==> config.mk <==
export PLATFORM = sky130hd
export DESIGN_NAME = sram_matrix_loader
export DESIGN_NICKNAME = d
export VERILOG_FILES = /design/src/rtl/matmul_pkg.sv /design/src/rtl/sram_matrix_loader.sv
export SDC_FILE = /design/constraint.sdc
export NUM_CORES = 1
export LEC_CHECK = 0
export ABC_CLOCK_PERIOD_IN_PS = 1900
export CAP_MARGIN = 25
export CORE_MARGIN = 4
export CORE_UTILIZATION = 44
export CTS_BUF_LIST = sky130_fd_sc_hd__clkbuf_16
export CTS_CLUSTER_DIAMETER = 150
export DETAILED_ROUTE_END_ITERATION = 6
export PLACE_DENSITY = 0.74
export REMOVE_ABC_BUFFERS = 1
export SLEW_MARGIN = 5
export SYNTH_ARGS = -nofsm -noshare
export SYNTH_HDL_FRONTEND = slang
export SYNTH_SLANG_ARGS = --single-unit
==> constraint.sdc <==
create_clock -name clk -period 1.9 [get_ports clk]
set_input_delay 0.38 -clock clk [delete_from_list [all_inputs] [get_ports clk]]
set_output_delay 0.38 -clock clk [all_outputs]
set_load 0.005 [all_outputs]
==> src/rtl/matmul_pkg.sv <==
// rtl/matmul_pkg.sv - shared FSM states, matrix sizes and element packing for the matmul slice
package matmul_pkg;

  localparam int MAT_DIM = 4;
  localparam int ELEMS   = MAT_DIM * MAT_DIM;
  localparam int TOTAL   = 2 * ELEMS;

  typedef enum logic [1:0] {
    IDLE  = 2'd0,
    READ  = 2'd1,
    DRAIN = 2'd2,
    DONE  = 2'd3
  } state_t;

  // Flat element index of (r,c) inside a packed row-major matrix vector.
  function automatic int pack_idx(input int r, input int c);
    return r * MAT_DIM + c;
  endfunction

endpackage

==> src/rtl/sram_matrix_loader.sv <==
// rtl/sram_matrix_loader.sv - reads matrices A and B from the matrix SRAM into flat registers
// Issues 2*DIM*DIM consecutive reads, then pulses done once the last element has landed.
module sram_matrix_loader
  import matmul_pkg::*;
#(
  parameter int DATA_WIDTH = 8,
  parameter int ADDR_WIDTH = 11,
  parameter int DIM        = 4
) (
  input  logic                             clk,
  input  logic                             reset_n,
  input  logic                             start,
  input  logic [ADDR_WIDTH-1:0]            base_addr,
  output logic                             busy,
  output logic                             done,
  output logic                             sram_en,
  output logic                             sram_we,
  output logic [ADDR_WIDTH-1:0]            sram_addr,
  input  logic [DATA_WIDTH-1:0]            sram_data,
  output logic [DIM*DIM*DATA_WIDTH-1:0]    mat_a,
  output logic [DIM*DIM*DATA_WIDTH-1:0]    mat_b
);

  localparam int N_ELEMS = DIM * DIM;
  localparam int N_TOTAL = 2 * N_ELEMS;
  localparam int CW      = $clog2(N_TOTAL) + 1;
  localparam int MW      = N_ELEMS * DATA_WIDTH;

  state_t                  state_q, state_d;
  logic [CW-1:0]           k_q, k_d;
  logic [CW-1:0]           idx_q, idx_d;
  logic                    valid_q, valid_d;
  logic [ADDR_WIDTH-1:0]   base_q, base_d;
  logic                    busy_q, busy_d;
  logic                    done_q, done_d;
  logic                    sram_en_q, sram_en_d;
  logic [ADDR_WIDTH-1:0]   sram_addr_q, sram_addr_d;
  logic [MW-1:0]           mat_a_q, mat_a_d;
  logic [MW-1:0]           mat_b_q, mat_b_d;

  always_comb begin
    state_d     = state_q;
    k_d         = k_q;
    base_d      = base_q;
    busy_d      = busy_q;
    done_d      = 1'b0;
    sram_en_d   = sram_en_q;
    sram_addr_d = sram_addr_q;
    mat_a_d     = mat_a_q;
    mat_b_d     = mat_b_q;
    // SRAM data arrives one cycle after its address, so the issue index is delayed to match.
    valid_d     = sram_en_q;
    idx_d       = k_q;

    case (state_q)
      IDLE: begin
        if (start) begin
          state_d     = READ;
          base_d      = base_addr;
          k_d         = '0;
          busy_d      = 1'b1;
          sram_en_d   = 1'b1;
          sram_addr_d = base_addr;
        end
      end
      READ: begin
        if (k_q == CW'(N_TOTAL - 1)) begin
          state_d   = DRAIN;
          sram_en_d = 1'b0;
        end else begin
          k_d         = k_q + CW'(1);
          sram_addr_d = base_q + ADDR_WIDTH'(k_q + CW'(1));
        end
      end
      DRAIN: begin
        state_d = DONE;
        busy_d  = 1'b0;
        done_d  = 1'b1;
      end
      DONE: begin
        state_d = IDLE;
      end
      default: begin
        state_d = IDLE;
      end
    endcase

    for (int i = 0; i < N_ELEMS; i++) begin
      if (valid_q && (idx_q == CW'(i))) begin
        mat_a_d[i*DATA_WIDTH +: DATA_WIDTH] = sram_data;
      end
      if (valid_q && (idx_q == CW'(N_ELEMS + i))) begin
        mat_b_d[i*DATA_WIDTH +: DATA_WIDTH] = sram_data;
      end
    end
  end

  always_ff @(posedge clk) begin
    if (!reset_n) begin
      state_q     <= IDLE;
      k_q         <= '0;
      idx_q       <= '0;
      valid_q     <= 1'b0;
      base_q      <= '0;
      busy_q      <= 1'b0;
      done_q      <= 1'b0;
      sram_en_q   <= 1'b0;
      sram_addr_q <= '0;
      mat_a_q     <= '0;
      mat_b_q     <= '0;
    end else begin
      state_q     <= state_d;
      k_q         <= k_d;
      idx_q       <= idx_d;
      valid_q     <= valid_d;
      base_q      <= base_d;
      busy_q      <= busy_d;
      done_q      <= done_d;
      sram_en_q   <= sram_en_d;
      sram_addr_q <= sram_addr_d;
      mat_a_q     <= mat_a_d;
      mat_b_q     <= mat_b_d;
    end
  end

  assign busy      = busy_q;
  assign done      = done_q;
  assign sram_en   = sram_en_q;
  assign sram_we   = 1'b0;
  assign sram_addr = sram_addr_q;
  assign mat_a     = mat_a_q;
  assign mat_b     = mat_b_q;

endmodule
==> results by group, run 1 <==
Status
  – Status: finished clean

Power
  – Design Power: 14.6 mW
  – PD cells: 911 nW/um^2
  – Switch share: 25.4%
  – P_sw: 3.71 mW
  – Logic pwr share: 14.8%
  – Clock share of power: 39.8%
  – Pint: 10.9 mW
  – Flop pwr share: 45.4%
  – Static Leak: 5.96 nW
  – Worst ir drop on vdd: 0.813 mV

Placed design
  – Port Buf Inserts: 291
  – Placed instance count: 1809
  – DP Area: 15000 um^2
  – DP HPWL: 23300 um
  – Final GP Congestion: 0.807

Global route
  – GRT Total Usage: 22.8%
  – Pin count of the biggest net entering global routing: 51
  – First-pass GRT wire length: 52500 um
  – GRT overflow: 0
  – Number of global-route vias before repair: 9237
  – Number of antenna violations at the first check in global routing: 0

Setup path
  – Worst R2R End: sram_addr[10]
  – Register-to-Register Path Depth: 9
  – Crit-path max cell delay: 0.36 ns
  – WP data required: 2.33 ns
  – Critical path's top delay family: compound AO/OA/AOI/OAI gates
  – End of the critical path: sram_addr[10]
  – Critical Path Source: idx_d[0]
  – Slowest CP cell: fa_2
  – Arr. time, crit path: 2.32 ns
  – WP buf/inv: 2
  – Crit. End Element: flop
  – R2R Setup Slk: 0.006 ns
  – R2R Path Start: idx_d[0]
  – Crit Path Max Fanout: 4
  – Levels on crit path: 9
  – CP Launch Type: flop
  – Setup CP Type: reg2reg
  – Worst-path cell chain: inv_2 > ha_4 > inv_2 > fa_2 > a21oi_2 > o211ai_1 > and4_1 > o211ai_1 > a21oi_1

Synthesis
  – Number of synthesized register bits: 296
  – Top cells by count, synth: 296 x dfxtp_1, 197 x nor2_1, 182 x mux2i_1
  – Area of the mapped netlist: 11300 um^2
  – Share of the synthesized area in the top cell type: 52.4%
  – Post-synth top area cell: dfxtp_1
  – Top_reg_cell synth: dfxtp_1
  – Cell variety after synth: 47
  – Sequential share of the synthesized area: 52.4%
  – Yosys warning count: 0
  – Synth Area per Inst: 9.29 um^2
  – EDFF count, synth: 0
  – Top-count cell post-synth: dfxtp_1
  – Async S/R FF share, synth: 0%
  – Cell count after synthesis: 1217
  – Largest cells by area after synthesis: dfxtp_1 52%, mux2i_1 16%, nor2_1 6.5%

Timing
  – Final setup violation count: 0
  – Final Cycle Share: 99.7%
  – Min Hold Slack: 0.325 ns
  – Worst Tran Pin Value: 0.541 ns
  – Unrepaired setup endpoints after global routing: yes
  – Max-slew headroom: 63.9%
  – F_max: 0.528 GHz
  – Clock skew: 0.0140 ns
  – Final Hold Fails: 0
  – Max Slew Vio Count: 0
  – Min cycle time layout: 1.89 ns

Floorplanning
  – # rows: 58
  – I/O pin cnt: 293
  – Die Height: 168 um
  – Die ar.: 28300 um^2
  – Die W: 168 um
  – Std-Cell Core Area: 25300 um^2
  – Initial Utilization: 44.8%

Routing
  – Final WL: 34100 um
  – Routed via count: 9699
  – Via-to-Cell Ratio: 5.21
  – Post-route ant nets: 0
  – WL/cell: 18.3 um
  – Starting DRC count in detailed routing: 875
  – Drt first pass iters: 5
  – DRC viols: 0

Clocking
  – CTS clk-pin slew, worst paths: 0.06 ns
  – Htree depth: 1
  – Hold-fix buffer count after cts: 0
  – TritonCTS buffer count: 30
  – Skew-Pair Late Insertion Delay: 0.54 ns
  – Root Buffer: clkbuf_16
  – CTS tree: yes
  – Clock tree buffer depth: 3
  – # clock sinks: 296

Layout
  – Final net count: 1548
  – Final design utilization: 63.4%
  – Ant. Diodes: 0
  – P&R area growth vs syn: 41.7%
  – Layout cell share with drive strength beyond 1: 10.3%
  – Design area: 16000 um^2
  – Fin cells: 1862

Flow run
  – Maxcap violations: 0

Worst hold path
  – HP Class: in2reg
## metrics by stage
| step | TNS [ns] | worst slack, ns |
|---|---|---|
| 2_1_floorplan | -261.77 | -1.09 |
| 3_3_place_gp | -0.0413 | -0.0413 |
| 3_5_place_dp | -0.0779 | -0.0779 |
| 4_1_cts | 0 | 0.00455 |
| 5_1_grt | -0.0747 | -0.0747 |
| 6_report | 0 | 0.00576 |
## cells in the final DEF, fill, tap and decap left out, types with 7 or more instances in the layout
master           Yosys  final
xor2_1               7      7
clkbuf_16            0     31
inv_1               11     14
a21oi_1            108    105
buf_4                2     52
a31oi_1              8      8
nand2_1            125    122
buf_12               0     18
dfxtp_1            296    291
nor2_1             197    196
clkdlybuf4s50_1      0    288
o21ai_0             11     11
nand2b_1             8      7
nor2_2              11     12
nand3_1             86     86
mux2i_1            182    182
and2_1               7      7
## worst register-to-register path, stage by stage (launching register included)
cell	delay [ns]
dfxtp_2	0.32
inv_2	0.07
ha_4	0.13
inv_2	0.04
fa_2	0.36
a21oi_2	0.18
o211ai_1	0.20
and4_1	0.25
o211ai_1	0.16
a21oi_1	0.08
## cell families (layout without fill, tap and decap cells)
logic type	Yosys count	in the layout	synth area share, %
AO/OA/AOI/OAI	145	145	6.96
XOR/XNOR	10	10	0.775
adder cells (fa/ha/maj)	11	11	1.28
buffers and inverters	108	423	4.06
flip-flops	296	296	52.4
multiplexers	182	182	16.1
other	1	1	0.0332
AND/OR/NAND/NOR	464	464	18.3
## final cells by class
| cell class | instances | area [um^2] |
|---|---|---|
| tap | 330 | 413 |
| fill | 2095 | 9240 |
| sequential | 296 | 5930 |
| inverter | 12 | 52.6 |
| multi-input combinational | 813 | 4980 |
| clock buffer | 31 | 776 |
| clock inverter | 18 | 191 |
| timing repair buffer | 362 | 3670 |
## power by group through the flow
stage               clock (mW)  combinational [mW]  sequential (mW)
global route              6.18                2.37             6.65
detailed placement           0                2.06             6.74
finish                    5.81                2.16             6.62
floorplan                    0                1.01             6.71
global placement             0                2.02             6.74
CTS                       5.90                2.07             6.61
## metal layers
| layer | global-route usage [%] | part of all wire (%) |
|---|---|---|
| met1 | 29.4 | 41 |
| met4 | 6.21 | 2.5 |
| met5 | 0 | 0 |
| met3 | 4.74 | 8.0 |
| met2 | 39.0 | 48 |
## timing repair
action                                  in CTS  in global routing
pin swaps                                    2                  9
endpoints found under the hold margin        0                  0
endpoints found under the setup margin       4                 42
resized for setup                            2                 23
setup buffers                                0                  4
## worst min path at each step
stage / start / endpoint / slack (ns) / cells after the start
global placement: mat_a[70] / mat_a[70] / 0.44 / 2
finish: sram_data[5] / mat_a[53] / 0.33 / 4
CTS: sram_data[5] / mat_a[53] / 0.31 / 4
global route: sram_data[5] / mat_a[85] / 0.34 / 4
floorplan: base_q[0] / base_q[0] / 0.44 / 2
detailed placement: mat_a[66] / mat_a[66] / 0.45 / 2
## state kept, by name (all words and copies together), names as in the netlist
| signal | flops |
|---|---|
| mat_a | 128 |
| mat_b | 128 |
| base_q | 11 |
| sram_addr | 11 |
| idx_d | 6 |
| idx_q | 6 |
| state_q | 2 |
| busy | 1 |
| done | 1 |
| sram_en | 1 |
| valid_q | 1 |
No activity file was read; power rests on OpenSTA's default activity.
==> inputs of run 2 (changes only) <==
CORE_MARGIN = 10   (was 4)
REMOVE_ABC_BUFFERS = unset   (was 1)
==> results by group, run 2 (synthesis results as in run 1) <==
Clocking
  – CTS tree: yes
  – Htree depth: 1 (unchanged)
  – Skew-Pair Late Insertion Delay: 0.54 ns (about the same)
  – CTS clk-pin slew, worst paths: 0.06 ns (about the same)
  – Clock tree buffer depth: 3 (unchanged)
  – Root Buffer: clkbuf_16
  – # clock sinks: 296 (unchanged)
  – TritonCTS buffer count: 30 (unchanged)
  – Hold-fix buffer count after cts: 0 (unchanged)

Synthesis
  – Post-synth net total: 1250

Layout
  – P&R area growth vs syn: 41.0%
  – Commonest non-fill, non-tap cell in the layout: dfxtp_1
  – Layout cell share with drive strength beyond 1: 10.4% (+0.038 points)
  – Final design utilization: 63.1% (-0.31 points)
  – Final net count: 1554 (+0.39%)
  – Ant. Diodes: 0 (unchanged)
  – Design area: 15900 um^2 (-0.49%)
  – Most frequent cells in the layout: 290 x dfxtp_1, 285 x clkdlybuf4s50_1, 196 x nor2_1

Status
  – Failing checks: negative setup slack
  – Status: complete, but fails checks

Global route
  – Number of global-route vias before repair: 9397 (+1.7%)
  – GRT overflow: 0 (unchanged)
  – Pin count of the biggest net entering global routing: 46 (-9.8%)
  – Number of antenna violations at the first check in global routing: 0 (unchanged)
  – First-pass GRT wire length: 55000 um (+4.7%)
  – GRT Total Usage: 20.6% (-2.3 points)

Power
  – Flop pwr share: 47.1% (+1.7 points)
  – Worst ir drop on vdd: 0.718 mV (-12%)
  – Pint: 10.3 mW (-5.0%)
  – P_sw: 3.70 mW (-0.41%)
  – PD cells: 881 nW/um^2 (-3.3%)
  – Static Leak: 5.94 nW (-0.33%)
  – Switch share: 26.3% (+0.89 points)
  – Clock share of power: 36.9% (-2.9 points)
  – Design Power: 14.0 mW (-3.8%)
  – Logic pwr share: 16.0% (+1.2 points)

Routing
  – Via-to-Cell Ratio: 5.16 (-1.0%)
  – WL/cell: 19.3 um (+5.5%)
  – Routed via count: 9622 (-0.79%)
  – Max layer used: met4
  – Final WL: 36100 um (+5.7%)
  – Wire length on met3: 2740 um (+0.33%)
  – WL met2: 17800 um (+8.6%)
  – Met1 wire length: 14700 um (+3.6%)
  – Drt first pass iters: 5 (unchanged)
  – Starting DRC count in detailed routing: 644 (-26%)
  – Post-route ant nets: 0 (unchanged)
  – DRC viols: 0 (unchanged)

Floorplanning
  – I/O pin cnt: 293 (unchanged)
  – # rows: 58 (unchanged)
  – Die W: 180 um (+7.1%)
  – Die ar.: 32500 um^2 (+15%)
  – Initial Utilization: 44.8% (unchanged)
  – Die Height: 180 um (+7.1%)
  – Std-Cell Core Area: 25300 um^2 (unchanged)

Timing
  – Final Cycle Share: 100% (+0.53 points)
  – Max-slew headroom: 58.2% (-5.7 points)
  – Min cycle time layout: 1.90 ns (+0.0101 ns)
  – Worst setup margin: -0.00430 ns (-0.0101 ns)
  – Worst Tran Pin Value: 0.627 ns (+0.0860 ns)
  – Unrepaired setup endpoints after global routing: yes
  – F_max: 0.525 GHz (-0.53%)
  – Final setup violation count: 1 (+1)
  – Final Hold Fails: 0 (unchanged)
  – Max Slew Vio Count: 0 (unchanged)
  – Clock skew: 0.00853 ns (-0.00542 ns)

Placed design
  – DP HPWL: 25100 um (+7.4%)
  – DP Area: 14900 um^2 (about the same)
  – Final GP Congestion: 0.806 (-0.19%)
  – Port Buf Inserts: 291 (unchanged)

Flow run
  – Maxcap violations: 0 (unchanged)

Setup path
  – CP Launch Type: flop
  – R2R Path Start: base_q[0]
  – Critical Path Source: base_q[0]
  – Crit. End Element: flop
  – WP data required: 2.32 ns (about the same)
  – Setup CP Type: reg2reg
  – Crit Path Max Fanout: 4 (unchanged)
  – Arr. time, crit path: 2.33 ns (about the same)

Worst hold path
  – HP Class: in2reg
  – Hold path startpoint: sram_data[4]
-- run 2: area by class of cell --
cell class                 count  area (um^2)
timing repair buffer         368         3720
inverter                      12         52.6
sequential                   296         5930
multi-input combinational    813         4980
tap                          330          413
clock buffer                  31          776
clock inverter                16         63.8
fill                        2129         9320
-- run 2: critical path, stage by stage (launching register included) --
cell      delay (ns)
dfxtp_1         0.32
inv_2           0.07
ha_4            0.14
inv_2           0.04
fa_2            0.36
a21oi_2         0.17
o211ai_1        0.19
and4_1          0.25
o211ai_1        0.18
a21oi_1         0.08
-- run 2: power by group through the flow --
stage | Combinational (mW) | Sequential, mW | Clock, mW
2_1_floorplan | 1.18 | 6.70 | 0
3_3_place_gp | 2.02 | 6.73 | 0
3_5_place_dp | 2.05 | 6.73 | 0
4_1_cts | 2.08 | 6.60 | 5.27
5_1_grt | 2.47 | 6.64 | 5.52
6_report | 2.25 | 6.61 | 5.18
-- run 2: per-layer routing --
metal,global-route usage [%],vias up
met3,5.28,52
met5,0,-
met4,5.51,0
met2,35.3,315
li1,-,4679
met1,25.0,4576
-- run 2: metrics by stage --
step	std cells	setup TNS, ns	hold slack, ns	worst slack [ns]
floorplan	1217	0	0.436	0.0151
global placement	1810	-0.0600	0.442	-0.0600
detailed placement	1810	-0.212	0.445	-0.130
CTS	1858	0	0.259	0.00610
global route	1866	-0.198	0.266	-0.114
finish	1866	-0.00430	0.264	-0.00430
-- run 2: worst paths after layout --
path | end | slack, ns | depth (start not counted)
worst min-delay path | mat_a[44] | 0.26 | 3
worst min register to register | mat_a[69] | 0.45 | 2
worst max-delay path | sram_addr[10] | -0.004 | 9
worst max register to register | sram_addr[10] | -0.004 | 9
-- run 2: timing repair --
item                                    4_1_cts  5_1_grt
cloned                                        0        1
endpoints found under the setup margin        3       68
pin swaps                                     3        8
setup buffers                                 1        7
gates resized for setup                       2       23
==> inputs of run 3 (changes only) <==
ABC_CLOCK_PERIOD_IN_PS = 2500   (was 1900)
CORE_UTILIZATION = 40   (was 44)
PLACE_DENSITY = 0.66   (was 0.74)
clock period = 2.5 ns   (was 1.9 ns; I/O delays follow)
==> results by group, run 3 (synthesis results as in run 1) <==
Clocking
  – # clock sinks: 296 (unchanged)
  – Htree depth: 1 (unchanged)
  – CTS tree: yes
  – Skew-Pair Late Insertion Delay: 0.55 ns (about the same)
  – Hold-fix buffer count after cts: 0 (unchanged)
  – Clock tree buffer depth: 3 (unchanged)
  – Root Buffer: clkbuf_16
  – TritonCTS buffer count: 31 (+3.3%)
  – Post-CTS Setup Inserts: 0 (-1)
  – CTS clk-pin slew, worst paths: 0.06 ns (about the same)
  – Post-CTS Resized: 0 (-2)

Power
  – Worst ir drop on vdd: 0.492 mV (-31%)
  – Static Leak: 5.69 nW (-4.2%)
  – Design Power: 10.7 mW (-24%)
  – PD cells: 690 nW/um^2 (-22%)

Placed design
  – Port Buf Inserts: 291 (unchanged)
  – DP HPWL: 24800 um (-0.89%)
  – Placed instance count: 1825 (+0.83%)
  – DP Area: 14600 um^2 (-2.2%)
  – Dpl ws: 0.330 ns (+0.460 ns)
  – Final GP Congestion: 0.794 (-1.4%)

Timing
  – Max Slew Vio Count: 0 (unchanged)
  – F_max: 0.460 GHz (-12%)
  – Unrepaired setup endpoints after global routing: no
  – Final setup violation count: 0 (-1)
  – Clock skew: 0.0145 ns (+0.00592 ns)
  – Final Hold Fails: 0 (unchanged)
  – Max-slew headroom: 49.9% (-8.3 points)
  – Min cycle time layout: 2.17 ns (+0.267 ns)
  – Worst Tran Pin Value: 0.752 ns (+0.125 ns)
  – Setup TNS: 0 ns (+0.00430 ns)
  – Worst setup margin: 0.328 ns (+0.333 ns)
  – Min Hold Slack: 0.447 ns (+0.184 ns)
  – Final Cycle Share: 86.9% (-13 points)

Layout
  – Fin cells: 1875 (+0.48%)
  – P&R area growth vs syn: 37.4%
  – Most frequent cells in the layout: 296 x dfxtp_1, 284 x clkdlybuf4s50_1, 196 x nor2_1
  – Final net count: 1513 (-2.6%)
  – Commonest non-fill, non-tap cell in the layout: dfxtp_1
  – Final design utilization: 55.8% (-7.4 points)
  – Design area: 15500 um^2 (-2.6%)
  – Fillers: 2497 (+17%)
  – Ant. Diodes: 0 (unchanged)
  – Layout cell share with drive strength beyond 1: 7.01% (-3.3 points)

Floorplanning
  – Initial Utilization: 40.6% (-4.2 points)
  – Die W: 188 um (+4.3%)
  – Die Height: 188 um (+4.3%)
  – Std-Cell Core Area: 27900 um^2 (+10%)
  – I/O pin cnt: 293 (unchanged)
  – # rows: 61 (+5.2%)
  – Die ar.: 35400 um^2 (+8.9%)

Setup path
  – WP data required: 2.92 ns (+0.60 ns)
  – Arr. time, crit path: 2.59 ns (+0.26 ns)
  – Crit Path Max Fanout: 4 (unchanged)
  – Setup CP Type: reg2reg
  – CP Launch Type: flop
  – Crit. End Element: flop

Routing
  – Starting DRC count in detailed routing: 593 (-7.9%)
  – Via-to-Cell Ratio: 5.05 (-2.1%)
  – Final WL: 36100 um (about the same)
  – WL/cell: 19.2 um (-0.43%)
  – Routed via count: 9461 (-1.7%)
  – Post-route ant nets: 0 (unchanged)
  – Drt first pass iters: 5 (unchanged)
  – DRC viols: 0 (unchanged)

Global route
  – GRT Total Usage: 19.3% (-1.3 points)
  – Pin count of the biggest net entering global routing: 54 (+17%)
  – First-pass GRT wire length: 55300 um (+0.59%)
  – Number of antenna violations at the first check in global routing: 0 (unchanged)
  – GRT overflow: 0 (unchanged)
  – Number of global-route vias before repair: 9188 (-2.2%)

Flow run
  – Maxcap violations: 0 (unchanged)

Worst hold path
  – HP Class: in2reg

Synthesis
  – Post-synth net total: 1250 (unchanged)

Status
  – Status: finished clean
[run 3: cell types whose count changed in the layout (fill, tap and decap cells not counted), moves of 3 or more]
cell	before	now
buf_4	56	27
buf_12	18	8
dfxtp_1	290	296
dfxtp_2	6	0
inv_1	15	20
nand2_1	121	125
clkinv_1	6	3
inv_2	3	0
[run 3: report_power, final]
part | total [mW] | internal (mW) | switching (mW)
combinational | 1.47 | 0.593 | 0.874
clock | 4.24 | 2.41 | 1.83
sequential | 5.01 | 4.89 | 0.123
[run 3: layout make-up]
| cell class | count | area [um^2] | area share, % |
|---|---|---|---|
| Timing Repair Buffer | 326 | 3240 | 20.9 |
| Tap cell | 378 | 473 | 3.05 |
| Clock buffer | 31 | 776 | 4.99 |
| Inverter | 12 | 52.6 | 0.338 |
| Sequential cell | 296 | 5930 | 38.2 |
| Multi-Input combinational cell | 813 | 4930 | 31.7 |
| Clock inverter | 19 | 133 | 0.854 |
[run 3: path summary, 6_finish.rpt]
path | slack, ns | startpoint | end | depth (start not counted)
min | 0.45 | sram_data[3] | mat_a[3] | 4
max reg2reg | 0.33 | idx_d[0] | sram_addr[10] | 9
min reg2reg | 0.45 | mat_a[3] | mat_a[3] | 2
max | 0.33 | idx_d[0] | sram_addr[10] | 9
[run 3: critical path, stage by stage, from the launching register on]
cell and delay [ns]:
dfxtp_1 0.34, inv_1 0.09, ha_1 0.17, inv_1 0.05, fa_1 0.39, a21oi_1 0.26, o211ai_1 0.22, and4_1 0.27
o211ai_1 0.16, a21oi_1 0.08
[run 3: metal layers]
| metal | wire, um | track usage (%) | part of all wire, % |
|---|---|---|---|
| met1 | 15400 | 23.6 | 43 |
| met4 | 735 | 4.98 | 2.0 |
| met5 | 0 | 0 | 0 |
| met3 | 2530 | 4.79 | 7.0 |
| met2 | 17400 | 33.0 | 48 |
